===== src/rtl/cphy_pkg.sv =====
// Shared types and constants for the C-PHY TX HS framing sequencer.
package cphy_pkg;

    typedef enum logic [2:0] {IDLE, PREAMBLE, PRE_HOLD, SYNC, DATA, POST} seq_state_e;

    // Sub-phases of the preamble when the programmable sequence is built in.
    typedef enum logic [1:0] {PH_LEAD, PH_PROG, PH_END} pre_phase_e;

    localparam logic [2:0]  SYM_PRE     = 3'd3;
    localparam logic [2:0]  SYM_POST    = 3'd4;
    localparam logic [20:0] SYNC_WORD   = {3'd3, 3'd4, 3'd4, 3'd4, 3'd4, 3'd4, 3'd3};
    localparam int          PROGSEQ_LEN = 14;
    localparam int          PREEND_LEN  = 7;

    // Sync word symbol for counter value idx (6 = first symbol sent, 0 = last).
    function automatic logic [2:0] sync_sym(input logic [2:0] idx);
        return SYNC_WORD[{2'b00, idx} * 5'd3 +: 3];
    endfunction

endpackage


===== src/rtl/cphy_seq_cnt.sv =====
// Loadable down-counter with zero flag, shared by every run length of the sequencer.
module cphy_seq_cnt #(
    parameter int W = 5
) (
    input  logic         clk,
    input  logic         rst,
    input  logic         load,
    input  logic [W-1:0] load_val,
    input  logic         dec,
    output logic [W-1:0] count_nxt,
    output logic         zero
);

    logic [W-1:0] count;

    // Saturates at zero so a stalled run never wraps around.
    always_comb begin
        count_nxt = count;
        if (load) begin
            count_nxt = load_val;
        end else if (dec && (count != '0)) begin
            count_nxt = count - W'(1);
        end
    end

    always_ff @(posedge clk) begin
        if (rst) begin
            count <= '0;
        end else begin
            count <= count_nxt;
        end
    end

    assign zero = (count == '0);

endmodule


===== src/rtl/cphy_tx_hs_sequencer.sv =====
// C-PHY HS burst framing generator: preamble, sync word and post symbols toward the serializer.
// Optional build macro CPHY_TX_PROGSEQ_EN adds a programmable 14-symbol sequence inside the preamble.
module cphy_tx_hs_sequencer
    import cphy_pkg::*;
#(
    parameter int PREAMBLE_LEN = 21,
    parameter int POST_LEN     = 7,
    parameter int SYM_W        = 3
) (
    input  logic             clk,
    input  logic             rst,
    input  logic             Sequencer_En,
    input  logic             Sync,
    input  logic             Post,
`ifdef CPHY_TX_PROGSEQ_EN
    input  logic [PROGSEQ_LEN*SYM_W-1:0] ProgSeq,
`endif
    output logic [SYM_W-1:0] Seq_Symbol,
    output logic             Seq_Valid,
    output logic             Pre_Done,
    output logic             Sync_Done,
    output logic             Post_Done
);

`ifdef CPHY_TX_PROGSEQ_EN
    localparam int RUN_MAX = (PREAMBLE_LEN > PROGSEQ_LEN) ? PREAMBLE_LEN : PROGSEQ_LEN;
`else
    localparam int RUN_MAX = PREAMBLE_LEN;
`endif
    localparam int CNT_MAX = (RUN_MAX > POST_LEN) ? RUN_MAX : POST_LEN;
    localparam int CNT_W   = $clog2(CNT_MAX);

    seq_state_e       state, state_nxt;
    logic             cnt_load, cnt_dec, cnt_zero;
    logic [CNT_W-1:0] cnt_load_val, cnt_nxt;
    logic [SYM_W-1:0] sym_d;
    logic             valid_d, pre_d, sync_d, post_d;

`ifdef CPHY_TX_PROGSEQ_EN
    pre_phase_e                   phase, phase_nxt;
    logic                         prog_cap;
    logic [PROGSEQ_LEN*SYM_W-1:0] prog_q;
    logic [3:0]                   prog_k;
`endif

    cphy_seq_cnt #(.W(CNT_W)) u_cnt (
        .clk      (clk),
        .rst      (rst),
        .load     (cnt_load),
        .load_val (cnt_load_val),
        .dec      (cnt_dec),
        .count_nxt(cnt_nxt),
        .zero     (cnt_zero)
    );

    always_comb begin
        state_nxt    = state;
        cnt_load     = 1'b0;
        cnt_load_val = '0;
        cnt_dec      = 1'b0;
`ifdef CPHY_TX_PROGSEQ_EN
        phase_nxt    = phase;
        prog_cap     = 1'b0;
`endif
        if (!Sequencer_En) begin
            state_nxt = IDLE;
        end else begin
            case (state)
                IDLE: begin
                    state_nxt    = PREAMBLE;
                    cnt_load     = 1'b1;
                    cnt_load_val = CNT_W'(PREAMBLE_LEN - 1);
`ifdef CPHY_TX_PROGSEQ_EN
                    phase_nxt    = PH_LEAD;
                    prog_cap     = 1'b1;
`endif
                end
                PREAMBLE: begin
                    if (!cnt_zero) begin
                        cnt_dec = 1'b1;
                    end else begin
`ifdef CPHY_TX_PROGSEQ_EN
                        case (phase)
                            PH_LEAD: begin
                                phase_nxt    = PH_PROG;
                                cnt_load     = 1'b1;
                                cnt_load_val = CNT_W'(PROGSEQ_LEN - 1);
                            end
                            PH_PROG: begin
                                phase_nxt    = PH_END;
                                cnt_load     = 1'b1;
                                cnt_load_val = CNT_W'(PREEND_LEN - 1);
                            end
                            default: state_nxt = PRE_HOLD;
                        endcase
`else
                        state_nxt = PRE_HOLD;
`endif
                    end
                end
                PRE_HOLD: begin
                    if (Sync) begin
                        state_nxt    = SYNC;
                        cnt_load     = 1'b1;
                        cnt_load_val = CNT_W'(6);
                    end
                end
                SYNC: begin
                    if (cnt_zero) state_nxt = DATA;
                    else          cnt_dec   = 1'b1;
                end
                DATA: begin
                    // Sync outranks Post; a Post seen together with Sync is dropped.
                    if (Sync) begin
                        state_nxt    = SYNC;
                        cnt_load     = 1'b1;
                        cnt_load_val = CNT_W'(6);
                    end else if (Post) begin
                        state_nxt    = POST;
                        cnt_load     = 1'b1;
                        cnt_load_val = CNT_W'(POST_LEN - 1);
                    end
                end
                POST: begin
                    if (cnt_zero) state_nxt = IDLE;
                    else          cnt_dec   = 1'b1;
                end
                default: state_nxt = IDLE;
            endcase
        end
    end

    // Outputs are decoded from the next state/count so the registered values line up with it.
    always_comb begin
        sym_d   = '0;
        valid_d = 1'b0;
        pre_d   = 1'b0;
        sync_d  = 1'b0;
        post_d  = 1'b0;
`ifdef CPHY_TX_PROGSEQ_EN
        prog_k  = '0;
`endif
        case (state_nxt)
            PREAMBLE: begin
                valid_d = 1'b1;
                sym_d   = SYM_W'(SYM_PRE);
`ifdef CPHY_TX_PROGSEQ_EN
                if (phase_nxt == PH_PROG) begin
                    prog_k = 4'(PROGSEQ_LEN - 1) - cnt_nxt[3:0];
                    sym_d  = prog_q[{2'b00, prog_k} * 6'(SYM_W) +: SYM_W];
                end
                pre_d = (phase_nxt == PH_END) && (cnt_nxt == '0);
`else
                pre_d = (cnt_nxt == '0);
`endif
            end
            PRE_HOLD: begin
                valid_d = 1'b1;
                sym_d   = SYM_W'(SYM_PRE);
            end
            SYNC: begin
                valid_d = 1'b1;
                sym_d   = SYM_W'(sync_sym(cnt_nxt[2:0]));
                sync_d  = (cnt_nxt == '0);
            end
            POST: begin
                valid_d = 1'b1;
                sym_d   = SYM_W'(SYM_POST);
                post_d  = (cnt_nxt == '0);
            end
            default: ;
        endcase
    end

    always_ff @(posedge clk) begin
        if (rst) begin
            state      <= IDLE;
            Seq_Symbol <= '0;
            Seq_Valid  <= 1'b0;
            Pre_Done   <= 1'b0;
            Sync_Done  <= 1'b0;
            Post_Done  <= 1'b0;
        end else begin
            state      <= state_nxt;
            Seq_Symbol <= sym_d;
            Seq_Valid  <= valid_d;
            Pre_Done   <= pre_d;
            Sync_Done  <= sync_d;
            Post_Done  <= post_d;
        end
    end

`ifdef CPHY_TX_PROGSEQ_EN
    // The sequence is frozen at burst start; later ProgSeq changes wait for the next burst.
    always_ff @(posedge clk) begin
        if (rst) begin
            phase  <= PH_LEAD;
            prog_q <= '0;
        end else begin
            phase <= phase_nxt;
            if (prog_cap) prog_q <= ProgSeq;
        end
    end
`endif

endmodule

===== config.mk =====
export PLATFORM = sky130hd
export DESIGN_NAME = cphy_tx_hs_sequencer
export DESIGN_NICKNAME = d
export VERILOG_FILES = /design/src/rtl/cphy_pkg.sv /design/src/rtl/cphy_seq_cnt.sv /design/src/rtl/cphy_tx_hs_sequencer.sv
export SDC_FILE = /design/constraint.sdc
export NUM_CORES = 1
export LEC_CHECK = 0
export CAP_MARGIN = 20
export CORE_MARGIN = 2
export CORE_UTILIZATION = 45
export CTS_BUF_LIST = sky130_fd_sc_hd__clkbuf_8
export CTS_CLUSTER_SIZE = 30
export DETAILED_ROUTE_END_ITERATION = 10
export GPL_ROUTABILITY_DRIVEN = 1
export PLACE_DENSITY = 0.72
export SETUP_SLACK_MARGIN = 0.2
export SLEW_MARGIN = 20
export SYNTH_ARGS = -nofsm -noshare
export SYNTH_HDL_FRONTEND = slang
export SYNTH_SLANG_ARGS = --single-unit

===== constraint.sdc =====
create_clock -name clk -period 3.11 [get_ports clk]
set_input_delay 0.4665 -clock clk [delete_from_list [all_inputs] [get_ports clk]]
set_output_delay 0.4665 -clock clk [all_outputs]
set_load 0.02 [all_outputs]

==> results_dict.tcl, run 1 <==
set metrics [dict create \
    outcome "finished clean" \
    timing.fmax_ghz 0.410 \
    antenna_found_initial 0 \
    ys_seq_area_share_pct 33.7 \
    dp_hpwl_mm 1.39 \
    cts_hold_buf 0 \
    cts_resized 0 \
    rows 15 \
    holdWs_ns 0.675 \
    netlist_instances 97 \
    cts.htree.levels 1 \
    tns_ns 0 \
    cts_buffers 3 \
    slew_headroom_pct 63.0 \
    power.density_nw_per_um2 464 \
    cts_root_buf "clkbuf_8" \
    yosys.area.top_type_share_pct 33.7 \
    ys_seq_elements 14 \
    cts_buffer_depth 2 \
    synth-edff-count 0 \
    syn-num-nets 104 \
    finalCritPeriodShare_pct 78.5 \
    critPathMaxFanout 6 \
    drt-wirelength-per-cell_um 13.8 \
    ys_warn_count 0 \
    finalMaxSlewViolations 0 \
    antenna_cells 0 \
    synth.avg_cell_area_um2 8.58 \
    track_usage_pct 19.4 \
    place_area_um2 947 \
    pin_count 12 \
    area_growth_pct 20.5 \
    worst_clock_skew_ns 0.00176 \
    start_util_pct 48.2 \
    viasPerCell 5.65 \
    drc_errors 0 \
    clk_pin_slew_ns 0.06 \
    totalWireLength_mm 1.83 \
    worstMarginPinSlew_ns 0.555 \
    cap_violations 0 \
    period_minus_slack_ns 2.44 \
    grt_remaining_overflow 0 \
    coreArea_um2 1730 \
    ys.flop_type "dfxtp_1" \
    worstPathRequired_ns 3.25 \
    setup_viol 0 \
    ys_types 42 \
    nets 116 \
    postCtsSetupRepairBufs 0 \
    vias 752 \
    hold_class "flip-flop to flip-flop" \
    hold_depth 2 \
    grt_pass1_wl_mm 2.99 \
    end_kind "flip-flop" \
    rr_worst_depth 8 \
    synth_area_um2 832 \
    grt_max_degree 13 \
    drt_pass1_iterations 4 \
    hold_viol_final 0 \
    synthArstFlopShare_pct 0 \
    die_h_um 47 \
    cts_tree "yes" \
    portBuffers 11 \
    rsz0062_at_grt "no" \
    place_congestion 0.788 \
    yosysMostFrequentCell "dfxtp_1" \
    p_leak_nw 0.372 \
    max-vdd-ir-drop_mv 0.222 \
    start_kind "primary input" \
    cp_data_arrival_time_ns 2.58 \
    ant_nets 0 \
    first_global_vias 683 \
    clock_latency_ns 0.24 \
    yosysTopAreaCell "dfxtp_1" \
    drive_gt1_share_pct 7.41 \
    dieWidth_um 47 \
    design_area_um2 1000 \
    first_iter_violations 18 \
    dieArea_um2 2210 \
    synth_commonest_cells "dfxtp_1 (14), nor2_1 (9), nor3_1 (7)" \
    criticalPathCategory "primary input to flip-flop" \
    synthTopCellsByArea "dfxtp_1 (34%), nor3_1 (4.2%), nor2_1 (4.1%)" \
    cts.sinks 14 \
]
[area by class of cell]
class                      instances  area (um^2)
inverter                           3         11.3
clock buffer                       4         55.1
sequential                        14          280
multi-input combinational         75          507
timing repair buffer              12          118
fill                             169          724
tap                               25         31.3
[cells in the final DEF, fill, tap and decap left out, types with 3 or more instances in the layout]
cell type and n:
clkbuf_8 4, dfxtp_1 14, inv_1 3, nand3_1 3, nor3_1 7, o21ai_0 6, clkdlybuf4s50_1 11, nor3b_1 3
and2_1 4, a21oi_1 4, nor2_1 9
[final timing paths]
path / slack [ns] / endpoint / startpoint
max reg2reg: 0.71 / Seq_Symbol[1] / u_cnt.count[0]
max: 0.67 / Seq_Symbol[1] / Sequencer_En
min reg2reg: 0.68 / u_cnt.count[3] / u_cnt.count[3]
min: 0.68 / u_cnt.count[3] / u_cnt.count[3]
[cells by family after synthesis]
| family | after synthesis | share of synthesized area (%) |
|---|---|---|
| multiplexers | 2 | 2.41 |
| flip-flops | 14 | 33.7 |
| AND/OR/NAND/NOR | 44 | 32.3 |
| XOR/XNOR | 3 | 3.16 |
| buffers and inverters | 8 | 5.41 |
| adder cells (fa/ha/maj) | 2 | 3.01 |
| AO/OA/AOI/OAI | 24 | 20.0 |
[sequential cells by signal, indices dropped and copies added, names as in the netlist]
register and flops:
Sync_Done 1, u_cnt.count 5, Post_Done 1, Seq_Symbol 2, Pre_Done 1, Seq_Valid 1, state 3
[worst max-delay path, stage by stage]
cell and delay [ns]:
clkdlybuf4s50_1 0.50, a21bo_1 0.27, or4_1 0.48, and3_4 0.20, a211o_1 0.23, nor4bb_1 0.14, o31a_1 0.28
[power by group]
part | switching, mW | leakage [nW] | internal, mW
Sequential | 0.00946 | 0.114 | 0.188
Clock | 0.0629 | 0.0288 | 0.112
Combinational | 0.0492 | 0.229 | 0.0433
[through the flow]
| stage | cells | worst slack [ns] | power (mW) | utilization (%) |
|---|---|---|---|---|
| final | 133 | 0.670 | 0.465 | 58.0 |
| after global routing | 133 | 0.513 | 0.487 | 58.0 |
| after CTS | 133 | 0.679 | 0.469 | 58.0 |
| after detailed placement | 129 | 0.422 | 0.292 | 54.9 |
| after global placement | 129 | 0.452 | 0.292 | 54.9 |
| after floorplan | 97 | 0.874 | 0.266 | - |
[layer usage]
metal / part of all wire (%) / up-vias / track usage [%]
met5: 0 / - / 0
met4: 1.6 / 0 / 8.33
met3: 4.9 / 4 / 3.46
met2: 46 / 18 / 30.7
met1: 47 / 353 / 25.9
li1: - / 377 / -
Note: power is estimated with default switching activity, not from simulation.
==> inputs of run 2 (changes only) <==
- PLACE_DENSITY: 0.72 -> 0.75
- clock period: 3.11 -> 2.2 ns (I/O delays scaled with it)
==> run 2 against run 1 <==
  * Flip-flop and latch count unchanged
  * Non-clock buffer count increased by 27
  * Critical path depth increased by 2
  * Clock power rose by 46%
  * Cell count increased by 20%
  * Routed wire length up 22%
  * Combinational power increased by 130%
  * Total power up 61%
  * Cell area is 31% higher
  * Largest power group unchanged
  * Hold slack gained 0.061 ns
==> results_dict.tcl, run 2 (synthesis results as in run 1) <==
set metrics [dict create \
    p_leak_nw 0.542 \
    clock_latency_ns 0.25 \
    vias 857 \
    dieArea_um2 2210 \
    start_util_pct 48.2 \
    cts_buffers 3 \
    ant_nets 0 \
    top_register "u_cnt.count" \
    cts.sinks 14 \
    utilization_pct 75.9 \
    worstPathRequired_ns 2.34 \
    cpMaxStageDelayCell "or4_1" \
    finalCritPeriodShare_pct 95.6 \
    die_h_um 47 \
    antenna_cells 0 \
    first_iter_violations 18 \
    holdWs_ns 0.736 \
    rsz0062_at_grt "yes" \
    power.density_nw_per_um2 570 \
    end_kind "flip-flop" \
    nets 143 \
    antenna_found_initial 0 \
    switchingPower_mw 0.207 \
    cap_violations 0 \
    place_congestion 0.928 \
    grt_pass1_wl_mm 3.46 \
    hold_class "primary input to flip-flop" \
    setup_viol 0 \
    track_usage_pct 22.5 \
    cts_tree "yes" \
    dp_hpwl_mm 1.68 \
    grt_max_degree 10 \
    drt_pass1_iterations 4 \
    path_cells "inv_2 > ha_4 > nor4b_4 > buf_4 > or4_1 > and3_4 > a211o_1 > nor4bb_1 > o31a_1" \
    drt-wirelength-per-cell_um 14.0 \
    power_frac_comb_pct 29.0 \
    area_growth_pct 57.6 \
    swShare_pct 27.7 \
    period_minus_slack_ns 2.10 \
    drive_gt1_share_pct 38.5 \
    largest_registers "u_cnt.count x5, state x3, Seq_Symbol x2" \
    fillers 136 \
    p_clk_share_pct 34.2 \
    layout_common_cells "buf_4 (27), dfxtp_1 (12), clkdlybuf4s50_1 (10)" \
    cts_root_buf "clkbuf_8" \
    seqPwrFrac_pct 36.8 \
    rows 15 \
    viasPerCell 5.36 \
    start_kind "flip-flop" \
    max_stage_delay_ns 0.39 \
    crit_family "simple AND/OR/NAND/NOR gates" \
    max-vdd-ir-drop_mv 0.517 \
    critPathMaxFanout 5 \
    dp_worst_setup_slack_ns -0.293 \
    hold_viol_final 0 \
    cts_buffer_depth 2 \
    largest_register_ffs 5 \
    finalMaxSlewViolations 0 \
    slew_headroom_pct 70.3 \
    worst_clock_skew_ns 0.00644 \
    outcome "finished clean" \
    drc_errors 0 \
    intPower_mw 0.540 \
    path_buf_inv 2 \
    first_global_vias 758 \
    criticalPathCategory "flip-flop to flip-flop" \
    pin_count 12 \
    cts_hold_buf 0 \
    power_mw 0.748 \
    worstMarginPinSlew_ns 0.445 \
    timing.fmax_ghz 0.476 \
    totalWireLength_mm 2.24 \
    cp_data_arrival_time_ns 2.24 \
    coreArea_um2 1730 \
    dieWidth_um 47 \
    final_common_cell "buf_4" \
    portBuffers 11 \
    cts.htree.levels 1 \
    clk_pin_slew_ns 0.06 \
    grt_remaining_overflow 0 \
    finalWorstSetupSlack_ns 0.0970 \
]
run 2: cell types whose count changed in the layout (fill, tap and decap cells not counted), sizes merged:
cell	delta
buf	+27
clkdlybuf4s50	-1
dlygate4sd2	+1
run 2: what timing repair did:
action / in CTS / in global routing
setup buffers: 2 / 3
resized for setup: 9 / 7
pin swaps: 7 / 6
setup endpoints to repair: 5 / 5
gates cloned: 0 / 0
run 2: worst reg2reg max path: cells and delay by family, from the launching register on:
| kind | cells | cell delay, ns |
|---|---|---|
| AOI/OAI and AO/OA | 2 | 0.46 |
| buffers and inverters | 2 | 0.20 |
| DFF | 1 | 0.34 |
| adders and majority gates | 1 | 0.15 |
| and+or+nand+nor | 4 | 0.84 |
run 2: power by group through the flow:
stage,clock [mW],sequential [mW],combinational [mW]
3_5_place_dp,0,0.280,0.175
2_1_floorplan,0,0.286,0.0973
6_report,0.256,0.275,0.217
4_1_cts,0.258,0.275,0.189
3_3_place_gp,0,0.280,0.169
5_1_grt,0.265,0.276,0.232
run 2: worst paths after layout:
| check | cells after the start | slack, ns | to | startpoint |
|---|---|---|---|---|
| worst max-delay path | 9 | 0.1 | Seq_Symbol[1] | u_cnt.count[1] |
| worst max register to register | 9 | 0.1 | Seq_Symbol[1] | u_cnt.count[1] |
| worst min register to register | 4 | 0.80 | u_cnt.count[0] | u_cnt.count[0] |
| worst min-delay path | 3 | 0.74 | Seq_Valid | Sequencer_En |
run 2: routing by layer:
| metal | GRT usage [%] | vias to the layer above | wire [um] |
|---|---|---|---|
| met5 | 0 | - | 0 |
| met4 | 6.67 | 0 | 21 |
| met3 | 6.15 | 5 | 95 |
| met2 | 36.7 | 25 | 1100 |
| met1 | 29.0 | 396 | 1010 |
| li1 | - | 431 | - |
run 2: metrics by stage:
stage,setup TNS [ns],instance area (um^2),std cells
floorplan,0,857,97
global placement,-0.680,1140,151
detailed placement,-1.12,1140,151
CTS,0,1250,157
global route,0,1310,160
finish,0,1310,160
run 2: cell type report:
class,instances,area (um^2),area share [%]
Timing Repair Buffer,39,323,24.6
Multi-Input combinational cell,75,608,46.4
Clock buffer,4,55.1,4.20
Sequential cell,14,283,21.6
Tap cell,25,31.3,2.39
Inverter,3,11.3,0.859
==> inputs of run 3 (changes only) <==
- CAP_MARGIN: 20 -> 40
- SLEW_MARGIN: 20 -> 30
==> results of run 3 <==
The final DEF is identical to that of run 2; final timing and power are the same.
